File: config.mk
export PLATFORM = sky130hd
export DESIGN_NAME = mem_arbiter
export DESIGN_NICKNAME = d
export VERILOG_FILES = /design/src/rtl/arb_pkg.sv /design/src/rtl/arb_starve_cnt.sv /design/src/rtl/mem_arbiter.sv
export SDC_FILE = /design/constraint.sdc
export NUM_CORES = 1
export LEC_CHECK = 0
export CORE_MARGIN = 2
export CORE_UTILIZATION = 37
export DETAILED_ROUTE_END_ITERATION = 16
export PLACE_DENSITY = 0.74
export SLEW_MARGIN = 20
export SYNTH_ARGS = -nofsm -noshare
export SYNTH_HDL_FRONTEND = slang
export SYNTH_SLANG_ARGS = --single-unit
File: constraint.sdc
create_clock -name clk -period 4 [get_ports clk]
set_input_delay 1.2 -clock clk [delete_from_list [all_inputs] [get_ports clk]]
set_output_delay 1.2 -clock clk [all_outputs]
set_load 0.05 [all_outputs]
File: src/rtl/arb_pkg.sv
// arb_pkg -- shared definitions for the instruction/data memory arbiter.
//
// Contents:
//   arb_state_t   arbiter FSM state encoding (IDLE, GRANT_I, GRANT_D, RESP)
//   DM_*          dm_ctrl access-size codes carried on d_ctrl / m_ctrl
//
// Fetches always present DM_NONE on the memory port, so that code must stay 0.
package arb_pkg;

  typedef enum logic [1:0] {
    IDLE    = 2'd0,
    GRANT_I = 2'd1,
    GRANT_D = 2'd2,
    RESP    = 2'd3
  } arb_state_t;

  localparam logic [2:0] DM_NONE   = 3'd0;
  localparam logic [2:0] DM_BYTE   = 3'd1;
  localparam logic [2:0] DM_HALF   = 3'd2;
  localparam logic [2:0] DM_WORD   = 3'd3;
  localparam logic [2:0] DM_BYTE_U = 3'd4;
  localparam logic [2:0] DM_HALF_U = 3'd5;

endpackage

File: src/rtl/arb_starve_cnt.sv
// arb_starve_cnt -- anti-starvation counter for the fetch requester.
//
// Counts data grants issued while a fetch is waiting and saturates at
// STARVE_MAX; any fetch grant clears it. 'starve' tells the arbiter to hand
// the next IDLE arbitration to the fetch side.
//
// Ports:
//   clk          clock, rising edge
//   reset        asynchronous, active-low reset
//   data_grant   arbiter is granting the data requester this cycle
//   fetch_grant  arbiter is granting the fetch requester this cycle
//   i_req        fetch request (a data grant only counts while fetch waits)
//   starve       count has reached STARVE_MAX
module arb_starve_cnt
  import arb_pkg::*;
#(
  parameter int unsigned STARVE_MAX = 4
) (
  input  logic clk,
  input  logic reset,
  input  logic data_grant,
  input  logic fetch_grant,
  input  logic i_req,
  output logic starve
);

  // At least one bit even for a degenerate STARVE_MAX of 0.
  localparam int unsigned CNT_W = (STARVE_MAX < 1) ? 1 : $clog2(STARVE_MAX + 1);
  localparam logic [CNT_W-1:0] CNT_MAX = CNT_W'(STARVE_MAX);

  logic [CNT_W-1:0] count;

  // Saturating count of data grants that jumped ahead of a waiting fetch.
  always_ff @(posedge clk or negedge reset) begin
    if (!reset) begin
      count <= '0;
    end else if (fetch_grant) begin
      count <= '0;
    end else if (data_grant && i_req && (count != CNT_MAX)) begin
      count <= count + CNT_W'(1);
    end
  end

  assign starve = (count == CNT_MAX);

endmodule

File: src/rtl/mem_arbiter.sv
// mem_arbiter -- shares one memory port between instruction fetch and data.
//
// Data requests normally win; a fetch is granted only when no data request is
// pending (or, with fairness enabled, once the fetch side has been starved).
// One transaction at a time: IDLE -> GRANT_x (m_req held until m_ready) ->
// RESP (owner's ack pulse) -> IDLE.
//
// Configuration macro:
//   ARB_FAIRNESS_EN  compile in arb_starve_cnt; after STARVE_MAX consecutive
//                    data grants with a fetch waiting, the fetch wins.
//
// Ports:
//   clk, reset                   clock (rising edge), async active-low reset
//   i_req/i_addr/i_flush         fetch request, address, kill in-flight fetch
//   i_ack/i_rdata                fetch completion pulse, instruction word
//   d_req/d_we/d_addr/d_wdata/d_ctrl  data request, write enable, address,
//                                store data, dm_ctrl size code
//   d_ack/d_rdata                data completion pulse, load data
//   m_req/m_we/m_addr/m_wdata/m_ctrl  shared memory request port
//   m_ready/m_rdata              memory completion, read data
//   stall_if/stall_mem           pipeline hold requests
module mem_arbiter
  import arb_pkg::*;
#(
  parameter int unsigned ADDR_W     = 32,
  parameter int unsigned DATA_W     = 32,
  parameter int unsigned STARVE_MAX = 4
) (
  input  logic              clk,
  input  logic              reset,
  input  logic              i_req,
  input  logic [ADDR_W-1:0] i_addr,
  input  logic              i_flush,
  output logic              i_ack,
  output logic [DATA_W-1:0] i_rdata,
  input  logic              d_req,
  input  logic              d_we,
  input  logic [ADDR_W-1:0] d_addr,
  input  logic [DATA_W-1:0] d_wdata,
  input  logic [2:0]        d_ctrl,
  output logic              d_ack,
  output logic [DATA_W-1:0] d_rdata,
  output logic              m_req,
  output logic              m_we,
  output logic [ADDR_W-1:0] m_addr,
  output logic [DATA_W-1:0] m_wdata,
  output logic [2:0]        m_ctrl,
  input  logic              m_ready,
  input  logic [DATA_W-1:0] m_rdata,
  output logic              stall_if,
  output logic              stall_mem
);

  arb_state_t state;
  logic       owner_d;
  logic       fetch_flushed;
  logic       fetch_ok;
  logic       force_fetch;
  logic       take_d;
  logic       take_i;

`ifdef ARB_FAIRNESS_EN
  logic starve;

  arb_starve_cnt #(
    .STARVE_MAX (STARVE_MAX)
  ) u_starve_cnt (
    .clk         (clk),
    .reset       (reset),
    .data_grant  (take_d),
    .fetch_grant (take_i),
    .i_req       (i_req),
    .starve      (starve)
  );

  assign force_fetch = starve;
`else
  // Strict data priority; STARVE_MAX only matters to the fairness build.
  logic unused_starve_max;
  assign unused_starve_max = |STARVE_MAX;
  assign force_fetch = 1'b0;
`endif

  // A flush in IDLE blocks the fetch; if that fetch was being forced, the
  // data side is allowed to use the otherwise idle cycle.
  assign fetch_ok = i_req & ~i_flush;
  assign take_d   = (state == IDLE) & d_req & ~(force_fetch & fetch_ok);
  assign take_i   = (state == IDLE) & fetch_ok & (~d_req | force_fetch);

  // Arbiter FSM; the memory port is driven from registers latched at grant.
  always_ff @(posedge clk or negedge reset) begin
    if (!reset) begin
      state         <= IDLE;
      owner_d       <= 1'b0;
      fetch_flushed <= 1'b0;
      m_req         <= 1'b0;
      m_we          <= 1'b0;
      m_addr        <= '0;
      m_wdata       <= '0;
      m_ctrl        <= DM_NONE;
      i_rdata       <= '0;
      d_rdata       <= '0;
    end else begin
      case (state)
        IDLE: begin
          if (take_d) begin
            state         <= GRANT_D;
            owner_d       <= 1'b1;
            fetch_flushed <= 1'b0;
            m_req         <= 1'b1;
            m_we          <= d_we;
            m_addr        <= d_addr;
            m_wdata       <= d_wdata;
            m_ctrl        <= d_ctrl;
          end else if (take_i) begin
            state         <= GRANT_I;
            owner_d       <= 1'b0;
            fetch_flushed <= 1'b0;
            m_req         <= 1'b1;
            m_we          <= 1'b0;
            m_addr        <= i_addr;
            m_wdata       <= '0;
            m_ctrl        <= DM_NONE;
          end
        end
        GRANT_I, GRANT_D: begin
          // A flushed fetch still runs to completion, only its ack is dropped.
          if ((state == GRANT_I) && i_flush) begin
            fetch_flushed <= 1'b1;
          end
          if (m_ready) begin
            state <= RESP;
            m_req <= 1'b0;
            m_we  <= 1'b0;
            if (owner_d) begin
              d_rdata <= m_rdata;
            end else begin
              i_rdata <= m_rdata;
            end
          end
        end
        RESP: begin
          state <= IDLE;
        end
        default: begin
          state <= IDLE;
        end
      endcase
    end
  end

  // i_flush during the RESP cycle itself also kills the fetch ack.
  assign i_ack     = (state == RESP) & ~owner_d & ~fetch_flushed & ~i_flush;
  assign d_ack     = (state == RESP) & owner_d;
  assign stall_if  = i_req & ~i_ack;
  assign stall_mem = d_req & ~d_ack;

endmodule

==> impl_summary.log <==
INFO  metric run_status = finished, final reports clean
INFO  metric wire_length_of_the_first_global_routing_pass = around 24000 um
INFO  metric synth.ff_latch_count = between 100 and 150
INFO  metric worstSkewPairLatency = around 430 ps
INFO  metric timing.slew.headroom = a little over two fifths
INFO  metric vdd_ir_drop_max = roughly 0.00070 V
INFO  metric placementRows = 45
INFO  metric final_critical_path_required_period = 3740 ps
INFO  metric post_detailed_route_count_of_antenna_violating_nets = 0
INFO  metric grt_pass1_vias = roughly 4600
INFO  metric sequential_cell_area = around 0.0034 mm^2
INFO  metric dpl.cell_count = 816
INFO  metric stdcell_count = around 850
INFO  metric synth_nets = roughly 510
INFO  metric globalplace.congestion = ~0.74
INFO  metric grt-ovfl-total = 0
INFO  metric placement.setup.worst_slack = 297 ps
INFO  metric startpoint_type = input pin
INFO  metric worstSetupPathType = in2out
INFO  metric fmax = 268 MHz
INFO  metric regToRegSetupSlack = 1670 ps
INFO  metric number_of_nets_in_the_layout = between 700 and 800
INFO  metric detail_placement_hpwl = between 10000 and 15000 um
INFO  metric dr_total_vias = 4182
INFO  metric critPathCaptureType = primary output
INFO  metric dieArea = approximately 0.016 mm^2
INFO  metric cap_viol_max_count = 0
INFO  metric tritoncts = yes
INFO  metric netlist_instances = between 300 and 400
INFO  metric cts.hold.buffers_added = 0
INFO  metric cts_root_buffer = sky130_fd_sc_hd__clkbuf_16
INFO  metric finalMaxSlewViolations = 0
INFO  metric floorplan.die.height = around 130 um
INFO  metric min_path_type = reg2reg
INFO  metric grt_setup_unrepaired = no
INFO  metric critical_path.max_fanout = 5
INFO  metric drc_errors = 0
INFO  metric synth.cell_area = 0.00564 mm^2
INFO  metric cellLeakagePower = ~4 nW
INFO  metric core-area = 0.0150 mm^2
INFO  metric post_cts_resize_count = 0
INFO  metric post_cts_buffers = 0
INFO  metric antenna_cells = 0
INFO  metric tritoncts_num_sinks = around 140
INFO  metric worst_ep_required_time = ~2800 ps
INFO  metric areaGrowthSynthToFinish = 63.1%
INFO  metric initial_antenna_violation_count = 0
INFO  metric h-tree-depth = 4
INFO  metric vias_per_cell = ~4.9
INFO  metric effective_utilization_at_floorplan = 37.5%
INFO  metric synth-seq-area-share = between 60% and 70%
INFO  metric post_synth_edffs = 0
INFO  metric clkTransAtPathRegs = around 60 ps
INFO  metric setup_viol = 0
INFO  metric crit_path_top_delay_cell = sky130_fd_sc_hd__clkdlybuf4s50_1
INFO  metric fin_area = about 0.0092 mm^2
INFO  metric final_hold_vios = 0
INFO  metric timing.critical_path.slowest_cell_delay = about 500 ps
INFO  metric p_per_area = 1000 mW/mm^2
INFO  metric clock_skew = 12.5 ps
INFO  metric timing.critical_path.cells = clkdlybuf4s50_1 -> nor4b_2 -> nor2b_1 -> buf_4
INFO  metric multiInputGateArea = roughly 0.0021 mm^2
INFO  metric cp_data_arrival_time = between 2000 and 3000 ps
INFO  metric drt-total-wl = about 15000 um
INFO  metric die_w = between 100 and 150 um
INFO  metric tns = 0 ps
INFO  metric place_area = approximately 0.0086 mm^2
INFO  metric place.port_buffers = ~270
INFO  metric period_share = roughly 93%
INFO  metric drt-pass1-iter-count = 4
INFO  metric detail_route.iter0.violations = 138
INFO  metric dominantRegCellSynth = sky130_fd_sc_hd__dfrtp_1
INFO  metric i_o_pin_total = ~280
INFO  metric fillerInstances = 1152
INFO  metric synth_cell_types = 33
INFO  metric postSynthAreaPerCell = ~15 um^2
INFO  metric layout_cell_share_with_drive_strength_beyond_1 = about a quarter
INFO  metric post-route-worst-setup-slack = between 200 and 300 ps
INFO  metric routed_wire_length_per_instance = roughly 18 um
INFO  metric synth-warning-count = 0
INFO  metric grt_usage = 19.3%
INFO  metric numCtsBuffers = 17
INFO  metric proportion_of_register_bits_with_asynchronous_set_or_reset_after_synthesis = 100%
INFO  metric clk_path_buf_depth = 2
INFO  metric pin_count_of_the_biggest_net_entering_global_routing = 70
INFO  metric worst_pin_slew = approximately 840 ps
==> per-layer routing <==
layer | up-vias | wire length (um) | GRT usage (%)
met5 | - | 0 | 0
met4 | 0 | 318 | 7.18
met3 | 24 | 1750 | 9.76
met2 | 198 | 7360 | 32.1
met1 | 2054 | 5950 | 21.4
li1 | 1906 | - | -
==> state kept, by name, summed over array words and instances, names as in the netlist <==
register and count:
fetch_flushed 1, owner_d 1, m_wdata 32, state 2
i_rdata 32, m_req 1, m_we 1, m_addr 32
d_rdata 32, m_ctrl 3
==> critical path: cells and delay by family <==
| family | cells | cell delay, ps |
|---|---|---|
| simple gates | 2 | 620 |
| buf+inv | 2 | 710 |
==> synth_stat cells, drive strengths merged, types with 2 or more instances <==
cell      n  area (um^2)
nand3     2         10.0
a31oi     2         12.5
a22o     35          307
inv       6         22.5
a211o     2         17.5
nand2     4         15.0
mux2    128         1440
nor2b     4         25.0
clkbuf    9         33.8
and2      2         12.5
ha        4         50.1
dfrtp   137         3430
buf      16          111
a21oi     5         25.0
==> final timing paths <==
check | startpoint | end | cells after the start
worst max-delay path | i_flush | stall_if | 4
worst min-delay path | m_addr[26] | m_addr[26] | 1
worst max register to register | state[0] | m_addr[21] | 6
worst min register to register | m_addr[26] | m_addr[26] | 1
max in group asynchronous | reset | m_wdata[3] | 2
min in group asynchronous | reset | i_rdata[5] | 1
==> power by group <==
| part | switching (W) | leakage, nW | internal, W |
|---|---|---|---|
| registers | 0.000359 | 1.67 | 0.00205 |
| logic | 0.00320 | 1.93 | 0.00196 |
| clock network | 0.000609 | 0.299 | 0.00106 |
| total | 0.00417 | 3.90 | 0.00507 |
==> cell families after synthesis <==
group / after synthesis / share of synthesized area (%)
DFF: 137 / 60.8
muxes: 128 / 25.5
AOI/OAI and AO/OA: 52 / 7.63
buffers and inverters: 31 / 2.97
and+or+nand+nor: 20 / 2.20
adders and majority gates: 4 / 0.887
==> cells in the final DEF, fill, tap and decap left out, types with 2 or more instances in the layout <==
cell type	instances
sky130_fd_sc_hd__a21oi_1	5
sky130_fd_sc_hd__clkinv_2	2
sky130_fd_sc_hd__buf_12	3
sky130_fd_sc_hd__buf_4	7
sky130_fd_sc_hd__a22o_1	35
sky130_fd_sc_hd__bufinv_16	4
sky130_fd_sc_hd__clkinv_4	2
sky130_fd_sc_hd__a31oi_1	2
sky130_fd_sc_hd__clkbuf_16	17
sky130_fd_sc_hd__ha_1	4
sky130_fd_sc_hd__mux2_1	16
sky130_fd_sc_hd__clkdlybuf4s50_1	270
sky130_fd_sc_hd__dfrtp_1	137
sky130_fd_sc_hd__clkinvlp_4	4
sky130_fd_sc_hd__inv_1	6
sky130_fd_sc_hd__mux2_2	112
sky130_fd_sc_hd__nand2_1	4
sky130_fd_sc_hd__nor2b_1	4
sky130_fd_sc_hd__a211o_1	2
sky130_fd_sc_hd__inv_6	2
sky130_fd_sc_hd__and2_1	2
==> final cells by class <==
class                      instances  share of cell area, %
timing repair buffer             281                   30.7
multi-input combinational        204                   22.3
sequential                       137                   37.2
tap                              188                   2.56
inverter                           6                  0.245
clock inverter                    14                   2.12
clock buffer                      18                   4.77
==> metrics by stage <==
stage | power (W) | hold slack, ps | util [%]
global route | 0.00965 | 501 | 61.2
floorplan | 0.00583 | 495 | -
detailed placement | 0.00761 | 481 | 57.0
CTS | 0.00933 | 495 | 61.2
finish | 0.00924 | 490 | 61.2
global placement | 0.00751 | 473 | 57.0
No activity file was read; power rests on OpenSTA's default activity.
